$ cat config.mk
export PLATFORM = sky130hd
export DESIGN_NAME = step_motor_sequencer
export DESIGN_NICKNAME = d
export VERILOG_FILES = /design/src/rtl/step_motor_sequencer.sv
export SDC_FILE = /design/constraint.sdc
export NUM_CORES = 1
export LEC_CHECK = 0
export CELL_PAD_IN_SITES_DETAIL_PLACEMENT = 0
export CELL_PAD_IN_SITES_GLOBAL_PLACEMENT = 1
export CORE_ASPECT_RATIO = 2
export CORE_MARGIN = 3
export CORE_UTILIZATION = 42
export DETAILED_ROUTE_END_ITERATION = 10
export GPL_TIMING_DRIVEN = 0
export PLACE_DENSITY = 0.79
export RECOVER_POWER = 50
export SYNTH_ARGS = -nofsm -noshare
export SYNTH_HDL_FRONTEND = slang
export SYNTH_SLANG_ARGS = --single-unit
export TNS_END_PERCENT = 1
$ cat constraint.sdc
create_clock -name clk -period 2.8 [get_ports clk]
set_input_delay 0.56 -clock clk [delete_from_list [all_inputs] [get_ports clk]]
set_output_delay 0.56 -clock clk [all_outputs]
set_load 0.05 [all_outputs]
$ cat src/rtl/step_motor_sequencer.sv
// Command-driven AX/AY/BX/BY phase sequencer for one bipolar stepper channel.
// Optional half-step support is compiled in with `define STEP_MOTOR_HALF_STEP_EN.
module step_motor_sequencer #(
  parameter int STEP_W   = 16,
  parameter int PERIOD_W = 16,
  parameter int POS_W    = 16
) (
  input  logic                clk,
  input  logic                reset_n,
  input  logic                cmd_valid,
  output logic                cmd_ready,
  input  logic                cmd_dir,
  input  logic                cmd_half,
  input  logic [STEP_W-1:0]   cmd_steps,
  input  logic [PERIOD_W-1:0] cmd_period,
  input  logic                abort,
  input  logic                hold,
  output logic                busy,
  output logic                done,
  output logic                aborted,
  output logic [POS_W-1:0]    position,
  output logic                AX,
  output logic                AY,
  output logic                BX,
  output logic                BY
);

  typedef enum logic [1:0] {S_IDLE, S_RUN, S_DONE} state_t;

  state_t              r_state, w_state_nxt;
  logic [2:0]          r_idx, w_idx_nxt;
  logic [POS_W-1:0]    r_pos, w_pos_nxt;
  logic [STEP_W-1:0]   r_rem, w_rem_nxt;
  logic [PERIOD_W-1:0] r_timer, w_timer_nxt;
  logic [PERIOD_W-1:0] r_period, w_period_nxt;
  logic                r_dir, w_dir_nxt;
  logic                r_half, w_half_nxt;
  logic                r_abt, w_abt_nxt;
  logic [3:0]          r_coils, w_coils_nxt;
  logic                w_half_cmd;
  logic [2:0]          w_stride;
  logic [PERIOD_W-1:0] w_cmd_period;

`ifdef STEP_MOTOR_HALF_STEP_EN
  assign w_half_cmd = cmd_half;
`else
  logic w_unused_half;
  assign w_unused_half = cmd_half;
  assign w_half_cmd    = 1'b0;
`endif

  function automatic logic [3:0] phase_coils(input logic [2:0] i);
    case (i)
      3'd0:    phase_coils = 4'b1000;
      3'd1:    phase_coils = 4'b1010;
      3'd2:    phase_coils = 4'b0010;
      3'd3:    phase_coils = 4'b0110;
      3'd4:    phase_coils = 4'b0100;
      3'd5:    phase_coils = 4'b0101;
      3'd6:    phase_coils = 4'b0001;
      default: phase_coils = 4'b1001;
    endcase
  endfunction

  // Full-step always lands on an odd (two-coil) index: odd moves by 2, even by 1.
  assign w_stride     = (r_half || !r_idx[0]) ? 3'd1 : 3'd2;
  assign w_cmd_period = (cmd_period == '0) ? PERIOD_W'(1) : cmd_period;

  always_ff @(posedge clk or negedge reset_n) begin
    if (!reset_n) begin
      r_state  <= S_IDLE;
      r_idx    <= 3'd1;
      r_pos    <= '0;
      r_rem    <= '0;
      r_timer  <= '0;
      r_period <= '0;
      r_dir    <= 1'b0;
      r_half   <= 1'b0;
      r_abt    <= 1'b0;
      r_coils  <= 4'b0000;
    end else begin
      r_state  <= w_state_nxt;
      r_idx    <= w_idx_nxt;
      r_pos    <= w_pos_nxt;
      r_rem    <= w_rem_nxt;
      r_timer  <= w_timer_nxt;
      r_period <= w_period_nxt;
      r_dir    <= w_dir_nxt;
      r_half   <= w_half_nxt;
      r_abt    <= w_abt_nxt;
      r_coils  <= w_coils_nxt;
    end
  end

  always_comb begin
    w_state_nxt  = r_state;
    w_idx_nxt    = r_idx;
    w_pos_nxt    = r_pos;
    w_rem_nxt    = r_rem;
    w_timer_nxt  = r_timer;
    w_period_nxt = r_period;
    w_dir_nxt    = r_dir;
    w_half_nxt   = r_half;
    w_abt_nxt    = r_abt;
    case (r_state)
      S_IDLE: begin
        if (cmd_valid) begin
          w_dir_nxt    = cmd_dir;
          w_half_nxt   = w_half_cmd;
          w_rem_nxt    = cmd_steps;
          w_timer_nxt  = w_cmd_period;
          w_period_nxt = w_cmd_period;
          w_abt_nxt    = 1'b0;
          w_state_nxt  = (cmd_steps == '0) ? S_DONE : S_RUN;
        end
      end
      S_RUN: begin
        // Abort wins over a step falling due in the same cycle.
        if (abort) begin
          w_abt_nxt   = 1'b1;
          w_state_nxt = S_DONE;
        end else if (r_rem == '0) begin
          w_state_nxt = S_DONE;
        end else if (r_timer == PERIOD_W'(1)) begin
          w_idx_nxt   = r_dir ? r_idx + w_stride : r_idx - w_stride;
          w_pos_nxt   = r_dir ? r_pos + POS_W'(1) : r_pos - POS_W'(1);
          w_rem_nxt   = r_rem - STEP_W'(1);
          w_timer_nxt = r_period;
        end else begin
          w_timer_nxt = r_timer - PERIOD_W'(1);
        end
      end
      default: w_state_nxt = S_IDLE;
    endcase
    // Coils are registered from next-state values so a step shows on the same edge it is taken.
    w_coils_nxt = (w_state_nxt == S_RUN || hold) ? phase_coils(w_idx_nxt) : 4'b0000;
  end

  assign cmd_ready        = (r_state == S_IDLE);
  assign busy             = (r_state == S_RUN);
  assign done             = (r_state == S_DONE);
  assign aborted          = done & r_abt;
  assign position         = r_pos;
  assign {AX, AY, BX, BY} = r_coils;

endmodule

-- Yosys cells after proc, flatten, opt, wreduce, memory -nomap -nowiden
Index checks and enable logic that the tools add are counted.
- divide/modulo/power cells: 0
- reduce and logical (&&, ||, !) cells: 12
- shifts and indexed selects: 0
- equal/unequal tests: 15
- $add $sub $neg: 6
- order comparisons: 0
- bitwise logic cells: 3
- $mul: 0
- mux-type cells: 28
- operators with widths (operator ; count):
    2-to-1 mux 16 bit ; 10
    one-hot mux 16 bit (2 select lines) ; 2
    zero test 16 bit ; 3
    subtractor 16 x 1 -> 16 bit (second input constant) ; 3
    one-hot mux 4 bit (7 select lines) ; 1
    adder 16 x 1 -> 16 bit (second input constant) ; 1
    equality test 16 x 1 -> 1 bit (second input constant) ; 1
    2-to-1 mux 3 bit ; 5
    2-to-1 mux 2 bit ; 5
    equality test 3 bit (second input constant) ; 3
    != test 2 bit (second input constant) ; 4
    AND reduction 4 bit ; 2
    equality test 3 x 2 -> 1 bit (second input constant) ; 2
    AND reduction 5 bit ; 1
    equality test 2 x 1 -> 1 bit (second input constant) ; 2
    2-to-1 mux 4 bit ; 1
    one-hot mux 2 bit (2 select lines) ; 1
    adder 3 x 2 -> 3 bit ; 1
    equality test 3 x 1 -> 1 bit (second input constant) ; 1
    zero test 3 bit ; 1
    AND reduction 3 bit ; 1
    subtractor 3 x 2 -> 3 bit ; 1
    equality test 2 bit (second input constant) ; 1
    zero test 2 bit ; 1
    8 further kinds ; 10
- ROM bits: 0
- flip-flop bits (word level): 75
- memories kept: 0
- RAM bits: 0
- bits in latches: 0
- word-level logic and storage cells: 73

-- Depth between registers and ports, before layout
Gate-level depths: netlist of run 1.
- depth after elaboration: 10
- mapped depth: 10
- depth with buffers taken out: 8

-- Least setup slack after synthesis of run 1
No wires, ideal clock.
- path kind: flip-flop to flip-flop
- start: register r_rem[0]
- end: register r_coils[3]
- path slack: 0.316 ns
- arrival: 2.399 ns
- clock period less this slack: 2.484 ns
- stages on the path, launching flop included: 9
- required time: 2.714 ns
- buffers on the path: 0
- cells stage by stage: dfrtp_1 inv_1 ha_1 or4b_4 or4_4 nand2_4 mux2i_2 o21ai_2 a32oi_1
- word-level cells in the longest chain between the ends: 7
- elaborated cells between the ends (all ways): 18
- those cells by class: eq/ne: 7; mux: 8; reduce/logical: 3
- ends and longest elaborated chain (element ; RTL line ; source):
    start, declared ; 33 ; logic [STEP_W-1:0] r_rem, w_rem_nxt;
    start signal, assigned ; 85 ; r_rem <= w_rem_nxt;
    zero test 16 bit * ; 122 ; end else if (r_rem == '0) begin
    2-to-1 mux 3 bit / 2-to-1 mux 2 bit (equally long branches) ; 122 ;
    2-to-1 mux 3 bit / 2-to-1 mux 2 bit (equally long branches) ; 119 ; if (abort) begin
    2-to-1 mux 3 bit / one-hot mux 2 bit (2 select lines) (equally long branches) ; 105 ; case (r_state)
    equality test 3 bit (tied with other cells) ; 53 ; case (i)
    one-hot mux 4 bit (7 select lines) / logical OR 1 bit (equally long branches) ; 53, 136 ;
    2-to-1 mux 4 bit * ; 136 ; w_coils_nxt = (w_state_nxt == S_RUN || hold) ? phase_coils(w_idx_nxt) : 4'b0000;
    named net w_coils_nxt[3] ; 39 ; logic [3:0] r_coils, w_coils_nxt;
    end signal, assigned ; 91 ; r_coils <= w_coils_nxt;
    end, declared ; 39 ;
Mark *: on every way through the listed nets, which the timed path passes. The rest lies on a longest branch.
A chain may end at the register's enable or synchronous reset.

-- Final worst setup path of run 1
- start: register r_dir
- end: register r_pos[12], in the netlist position[12]
- word-level cells in the longest chain between the ends: 1
- ends and longest elaborated chain (element ; RTL line ; source):
    start, declared ; 36 ; logic r_dir, w_dir_nxt;
    start signal, assigned ; 88 ; r_dir <= w_dir_nxt;
    2-to-1 mux 16 bit ; 126 ; w_pos_nxt = r_dir ? r_pos + POS_W'(1) : r_pos - POS_W'(1);
    end signal, assigned ; 84 ; r_pos <= w_pos_nxt;
    end, declared ; 32 ; logic [POS_W-1:0] r_pos, w_pos_nxt;
Every way passes these cells.

==> results of run 1 <==
## worst max-delay path by stage
stage / cells past startpoint / end / startpoint / slack (ns)
floorplan: 8 / r_coils[3] / r_rem[0] / 0.32
global placement: 1 / r_period[8] / reset_n / -1.71
detailed placement: 6 / busy / r_state[1] / -0.69
CTS: 8 / r_coils[3] / r_rem[0] / 0.06
global route: 8 / r_coils[3] / r_rem[0] / 0.001
finish: 9 / position[12] / r_dir / 0.12
## metal layers
metal	track usage [%]	share of wire, %	vias up
met3	2.58	3.1	20
met2	45.5	57	108
li1	-	-	2187
met4	9.27	2.1	0
met5	0	0	-
met1	24.7	37	2227
## cells by family after synthesis
| family | share of synthesized area (%) |
|---|---|
| adder cells (fa/ha/maj) | 5.54 |
| multiplexers | 1.91 |
| flip-flops | 39.3 |
| AND/OR/NAND/NOR | 24.1 |
| AO/OA/AOI/OAI | 21.2 |
| buffers and inverters | 3.82 |
| XOR/XNOR | 4.21 |
## power breakdown
| part | internal [mW] | switching (mW) | leakage (nW) |
|---|---|---|---|
| sequential | 1.43 | 0.377 | 0.927 |
| clock | 0.713 | 0.474 | 0.137 |
| combinational | 0.800 | 1.20 | 1.47 |
| total | 2.95 | 2.05 | 2.53 |
## flip-flops by register name, summed over array words and instances (netlist names)
name	flops
r_abt	1
position	16
r_idx	3
r_period	16
r_dir	1
r_timer	16
r_state	2
r_coils	4
r_rem	16
## through the flow
step | utilization, % | setup slack [ns] | instances | cell area, sq um | hold slack, ns
finish | 54.2 | 0.120 | 790 | 5970 | 0.184
global route | 54.2 | 0.00141 | 790 | 5970 | 0.245
CTS | 54.1 | 0.0647 | 789 | 5960 | 0.0578
detailed placement | 50.8 | -0.694 | 769 | 5600 | 0.417
global placement | 50.6 | -1.71 | 768 | 5570 | 0.452
floorplan | - | 0.316 | 567 | 4780 | 0.264
## synthesized netlist by cell type, types with 4 or more instances
| cell | instances | area, sq um |
|---|---|---|
| nand3_1 | 11 | 55.1 |
| or3_1 | 6 | 37.5 |
| mux2i_1 | 4 | 40.0 |
| buf_2 | 8 | 40.0 |
| a31oi_1 | 8 | 50.1 |
| o22ai_1 | 4 | 25.0 |
| dfrtp_1 | 74 | 1850 |
| o21ai_1 | 13 | 65.1 |
| a21oi_1 | 36 | 180 |
| o21a_1 | 9 | 67.6 |
| ha_1 | 18 | 225 |
| nand2_1 | 109 | 409 |
| inv_1 | 13 | 48.8 |
| or4_4 | 4 | 45.0 |
| xnor2_1 | 11 | 96.3 |
| o31ai_1 | 5 | 37.5 |
| nor3_1 | 18 | 90.1 |
| nor2_1 | 49 | 184 |
| nand4_1 | 4 | 25.0 |
| a21o_1 | 5 | 37.5 |
| nor4_1 | 11 | 68.8 |
| nand2b_1 | 4 | 25.0 |
| a211oi_1 | 6 | 45.0 |
| o21ai_0 | 41 | 205 |
| xor2_1 | 12 | 105 |
| clkbuf_1 | 15 | 56.3 |
## timing repair
item                       4_1_cts  5_1_grt
setup buffers                    4        1
gates resized for setup         14        7
setup endpoints to repair       15       15
## cell type report
class	instances	area [sq um]	share of cell area, %
inverters	13	52.6	0.881
clock inverters	6	65.1	1.09
multi-input cells	451	2770	46.4
clock buffers	10	239	4.01
repair buffers	67	644	10.8
well taps	140	175	2.94
flip-flops and latches	75	1880	31.5
plain buffers	28	141	2.37
## placed cells by master (no fill, tap or decap), drive strengths merged, types with 3 or more instances in the layout
cell and n:
nand2 112, dfrtp 74, clkdlybuf4s50 58, o21ai 55, nor2 49, a21oi 37, clkbuf 28, nor3 21
ha 18, buf 18, nor4 14, inv 12, xor2 12, nand3 11, xnor2 11, o21a 9
a31oi 8, or3 6, or4 6, a211oi 6, clkinvlp 5, o31ai 5, a21o 5, nand2b 5
mux2i 5, nand4 4, o22ai 4, and2 3, nor2b 3, o41ai 3, a2bb2oi 3, o211ai 3
a22oi 3, mux2 3
==> impl_metrics.csv, run 1 <==
group,metric,value,unit
run_status,status,"finished, violations left",
run_status,violations,"capacitance limit, slew limit",
sta,worst-slew-pin-transition,1.70,ns
synth,ys_async_sr_fraction,100,%
grt,first_global_vias,4540,
floorplan,die_height,157,um
critical_path,crit_buf_inv,2,
floorplan,core_region_area,11000,sq um
grt,grt_pass1_wl,22.9,mm
sta,tns,0,ns
floorplan,die_x,81.5,um
drt,vias_per_cell,5.75,
synth,ys_ff_latch,75,
grt,overflow,0,
synth,synth_edf_count,0,
critical_path,critPathTopFamily,"compound AO/OA/AOI/OAI gates",
power,ir_drop,0.434,mV
clock_tree,clk-insertion-delay-late,0.34,ns
synth,syn_inst,567,
drt,drtAntennaViolNets,0,
drt,vias,4542,
power,power_leakage,2.53,nW
drt,wl_per_cell,18.2,um
clock_tree,hold_buffers,0,
drt,routed_wl,14.4,mm
clock_tree,cts_buffers,9,
run,drv_cap,1,
critical_path,reg2reg_to,"position[12]",
grt,grt_use_total,23.5,%
sta,fin_crit,2.68,ns
sta,clock_skew,0.00946,ns
critical_path,regToRegStartpoint,"r_dir",
sta,maxSlewViolCount,66,
synth,avgSynthCellArea,8.44,sq um
finish,nets,704,
synth,synthDistinctLibCells,68,
critical_path,critical_path.max_fanout,7,
synth,ys_warn_count,0,
floorplan,start_util,43.4,%
sta,finalCritPeriodShare,95.7,%
worst_hold_path,min_path_type,"in2async",
sta,fmax,0.373,GHz
clock_tree,cts_tree,"built",
clock_tree,clock_sinks,75,
synth,synth_fp_nets,626,
sta,slew-limit-headroom,-13.6,%
placement,gp_congestion,0.905,
critical_path,worstPathRequired,3.02,ns
critical_path,max_stage_delay,0.51,ns
critical_path,end_kind,"flop",
critical_path,startpoint_type,"flop",
finish,final_layout_size_suffix_gt1_share,10.2,%
sta,finalHoldViolCount,0,
critical_path,crit_slowest_cell,"o41ai_1",
critical_path,path_common_cell,"o21ai_0",
drt,firstDrtPassIters,4,
sta,setup_viol_count_final,0,
critical_path,r2r_slack,0.12,ns
critical_path,crit_chain,"clkinvlp_4 -> buf_4 -> ha_1 -> o21ai_0 -> o21ai_0 -> a211oi_2 -> o41ai_1 -> xnor2_1 -> o21ai_1",
sta,grt_setup_unrepaired,"no",
clock_tree,clockRootBuffer,"clkbuf_16",
critical_path,critical_path_arrival,2.90,ns
synth,ys.flop_type,"dfrtp_1",
placement,port_buffers,61,
drt,drc_errors,0,
floorplan,ios,63,
floorplan,num_rows,54,
synth,synthesis.area,4780,sq um
placement,hpwl,10.9,mm
finish,num_antenna_cells,0,
clock_tree,path_clk_slew,0.06,ns
drt,drtIter0Drc,205,
floorplan,dieArea,12800,sq um
power,powerDensity,837,nW/um^2
synth,yosysSeqAreaShare,39.3,%
power,p_total,4.99,mW
finish,synthToLayoutAreaGrowth,24.7,%
critical_path,reg2reg_depth,9,
grt,grt_max_degree,66,
clock_tree,htreeDepth,3,
grt,antenna_found_initial,0,
critical_path,path_class,"reg2reg",
clock_tree,clockBufferDepth,2,
finish,nFillCells,1065,
No activity file was read; power rests on OpenSTA's default activity.
==> run 2: changes to the inputs <==
--- a/config.mk
+++ b/config.mk
@@ -14,6 +14,7 @@
 export GPL_TIMING_DRIVEN = 0
 export PLACE_DENSITY = 0.79
 export RECOVER_POWER = 50
+export SKIP_CTS_REPAIR_TIMING = 1
 export SYNTH_ARGS = -nofsm -noshare
 export SYNTH_HDL_FRONTEND = slang
 export SYNTH_SLANG_ARGS = --single-unit
==> impl_metrics.csv, run 2 (synthesized netlist as in run 1, its figures left out) <==
group,metric,value,unit
run_status,status,"finished, violations left",
drt,vias_per_cell,5.76,
sta,hold_ws,0.183,ns
floorplan,dieArea,12800,sq um
drt,drc_errors,0,
run_status,violations,"capacitance limit, slew limit",
clock_tree,clockBufferDepth,2,
finish,nFillCells,1055,
critical_path,crit_end,"position[12]",
sta,fin_crit,2.73,ns
critical_path,cp-startpoint,"r_dir",
clock_tree,clock_sinks,75,
sta,clock_skew,0.00856,ns
sta,maxSlewViolCount,66,
worst_hold_path,min_path_type,"in2async",
critical_path,r2r_slack,0.07,ns
sta,fmax,0.366,GHz
drt,vias,4563,
clock_tree,cts_tree,"built",
critical_path,critical_path_arrival,2.95,ns
critical_path,path_class,"reg2reg",
critical_path,worstPathRequired,3.02,ns
sta,tns,0,ns
critical_path,regToRegStartpoint,"r_dir",
grt,overflow,0,
finish,fin_util,54.4,%
critical_path,end_kind,"flop",
floorplan,core_region_area,11000,sq um
clock_tree,clockRootBuffer,"clkbuf_16",
sta,slew-limit-headroom,-13.5,%
power,p_total,4.99,mW
critical_path,critical_path.max_fanout,14,
placement,gp_congestion,0.905,
drt,drtAntennaViolNets,0,
finish,num_antenna_cells,0,
floorplan,die_x,81.5,um
grt,grt_max_degree,66,
drt,routed_wl,14.4,mm
placement,port_buffers,61,
run,drv_cap,1,
floorplan,die_height,157,um
clock_tree,path_clk_slew,0.06,ns
critical_path,reg2reg_to,"position[12]",
finish,synthToLayoutAreaGrowth,25.2,%
critical_path,startpoint_type,"flop",
finish,final_common_cell,"nand2_1",
sta,worst-slew-pin-transition,1.70,ns
finish,layout_common_cells,"nand2_1, dfrtp_1, clkdlybuf4s50_1, nor2_1, o21ai_0",
floorplan,num_rows,54,
finish,nets,706,
sta,finalHoldViolCount,0,
sta,setup_slack,0.0704,ns
clock_tree,clk-insertion-delay-late,0.34,ns
clock_tree,cts_buffers,9,
finish,final_layout_size_suffix_gt1_share,10.3,%
power,power_leakage,2.54,nW
critical_path,reg2reg_depth,9,
power,powerDensity,833,nW/um^2
grt,grt_pass1_wl,22.7,mm
placement,dpl_worst_slack,-0.694,ns
grt,first_global_vias,4527,
floorplan,ios,63,
placement,hpwl,10.9,mm
sta,finalCritPeriodShare,97.5,%
power,ir_drop,0.432,mV
floorplan,start_util,43.4,%
grt,grt_use_total,23.3,%
clock_tree,htreeDepth,3,
grt,antenna_found_initial,0,
drt,wl_per_cell,18.2,um
drt,firstDrtPassIters,4,
drt,drtIter0Drc,204,
sta,setup_viol_count_final,0,
## run 2: changes by cell type in the layout (fill, tap and decap cells not counted), sizes merged
cell / change
buf: +2
## run 2: critical path: stages, from the launching register on
cell,delay [ns]
dfrtp_1,0.45
clkinvlp_4,0.14
buf_12,0.16
fa_1,0.43
a211oi_1,0.31
o21ai_0,0.22
a211oi_2,0.44
o41ai_1,0.19
xnor2_1,0.19
o21ai_1,0.08
## run 2: area by class of cell
type	instances	area [sq um]	share of cell area, %
clock inverter	6	65.1	1.09
multi-input combinational	451	2770	46.2
timing repair buffer	69	672	11.2
buffer	28	140	2.34
sequential	75	1880	31.4
tap	140	175	2.93
inverter	13	52.6	0.878
clock buffer	10	239	3.99
## run 2: metrics by stage
| stage | instances | area [sq um] |
|---|---|---|
| 3_5_place_dp | 769 | 5600 |
| 5_1_grt | 792 | 5990 |
| 2_1_floorplan | 567 | 4780 |
| 6_report | 792 | 5990 |
| 3_3_place_gp | 768 | 5570 |
| 4_1_cts | 785 | 5900 |
## run 2: worst min-delay path by stage
stage	from	end	slack, ns	cells past startpoint
floorplan	reset_n	position[0]	0.26	0
global placement	r_period[11]	r_period[11]	0.45	2
global route	reset_n	r_coils[2]	0.25	1
finish	reset_n	r_coils[2]	0.18	1
CTS	reset_n	position[12]	0.06	1
detailed placement	reset_n	position[12]	0.42	1
## run 2: report_power, final
part           switching (mW)  leakage [nW]  internal [mW]  total (mW)
Combinational            1.19          1.48          0.802        2.00
Clock                   0.473         0.137          0.712        1.19
Sequential              0.376         0.927           1.43        1.81
## run 2: layer usage
metal  track usage [%]  share of wire, %
met1              24.6                37
met2              45.1                57
met3              2.58               2.9
met4              9.11               3.1
met5                 0                 0
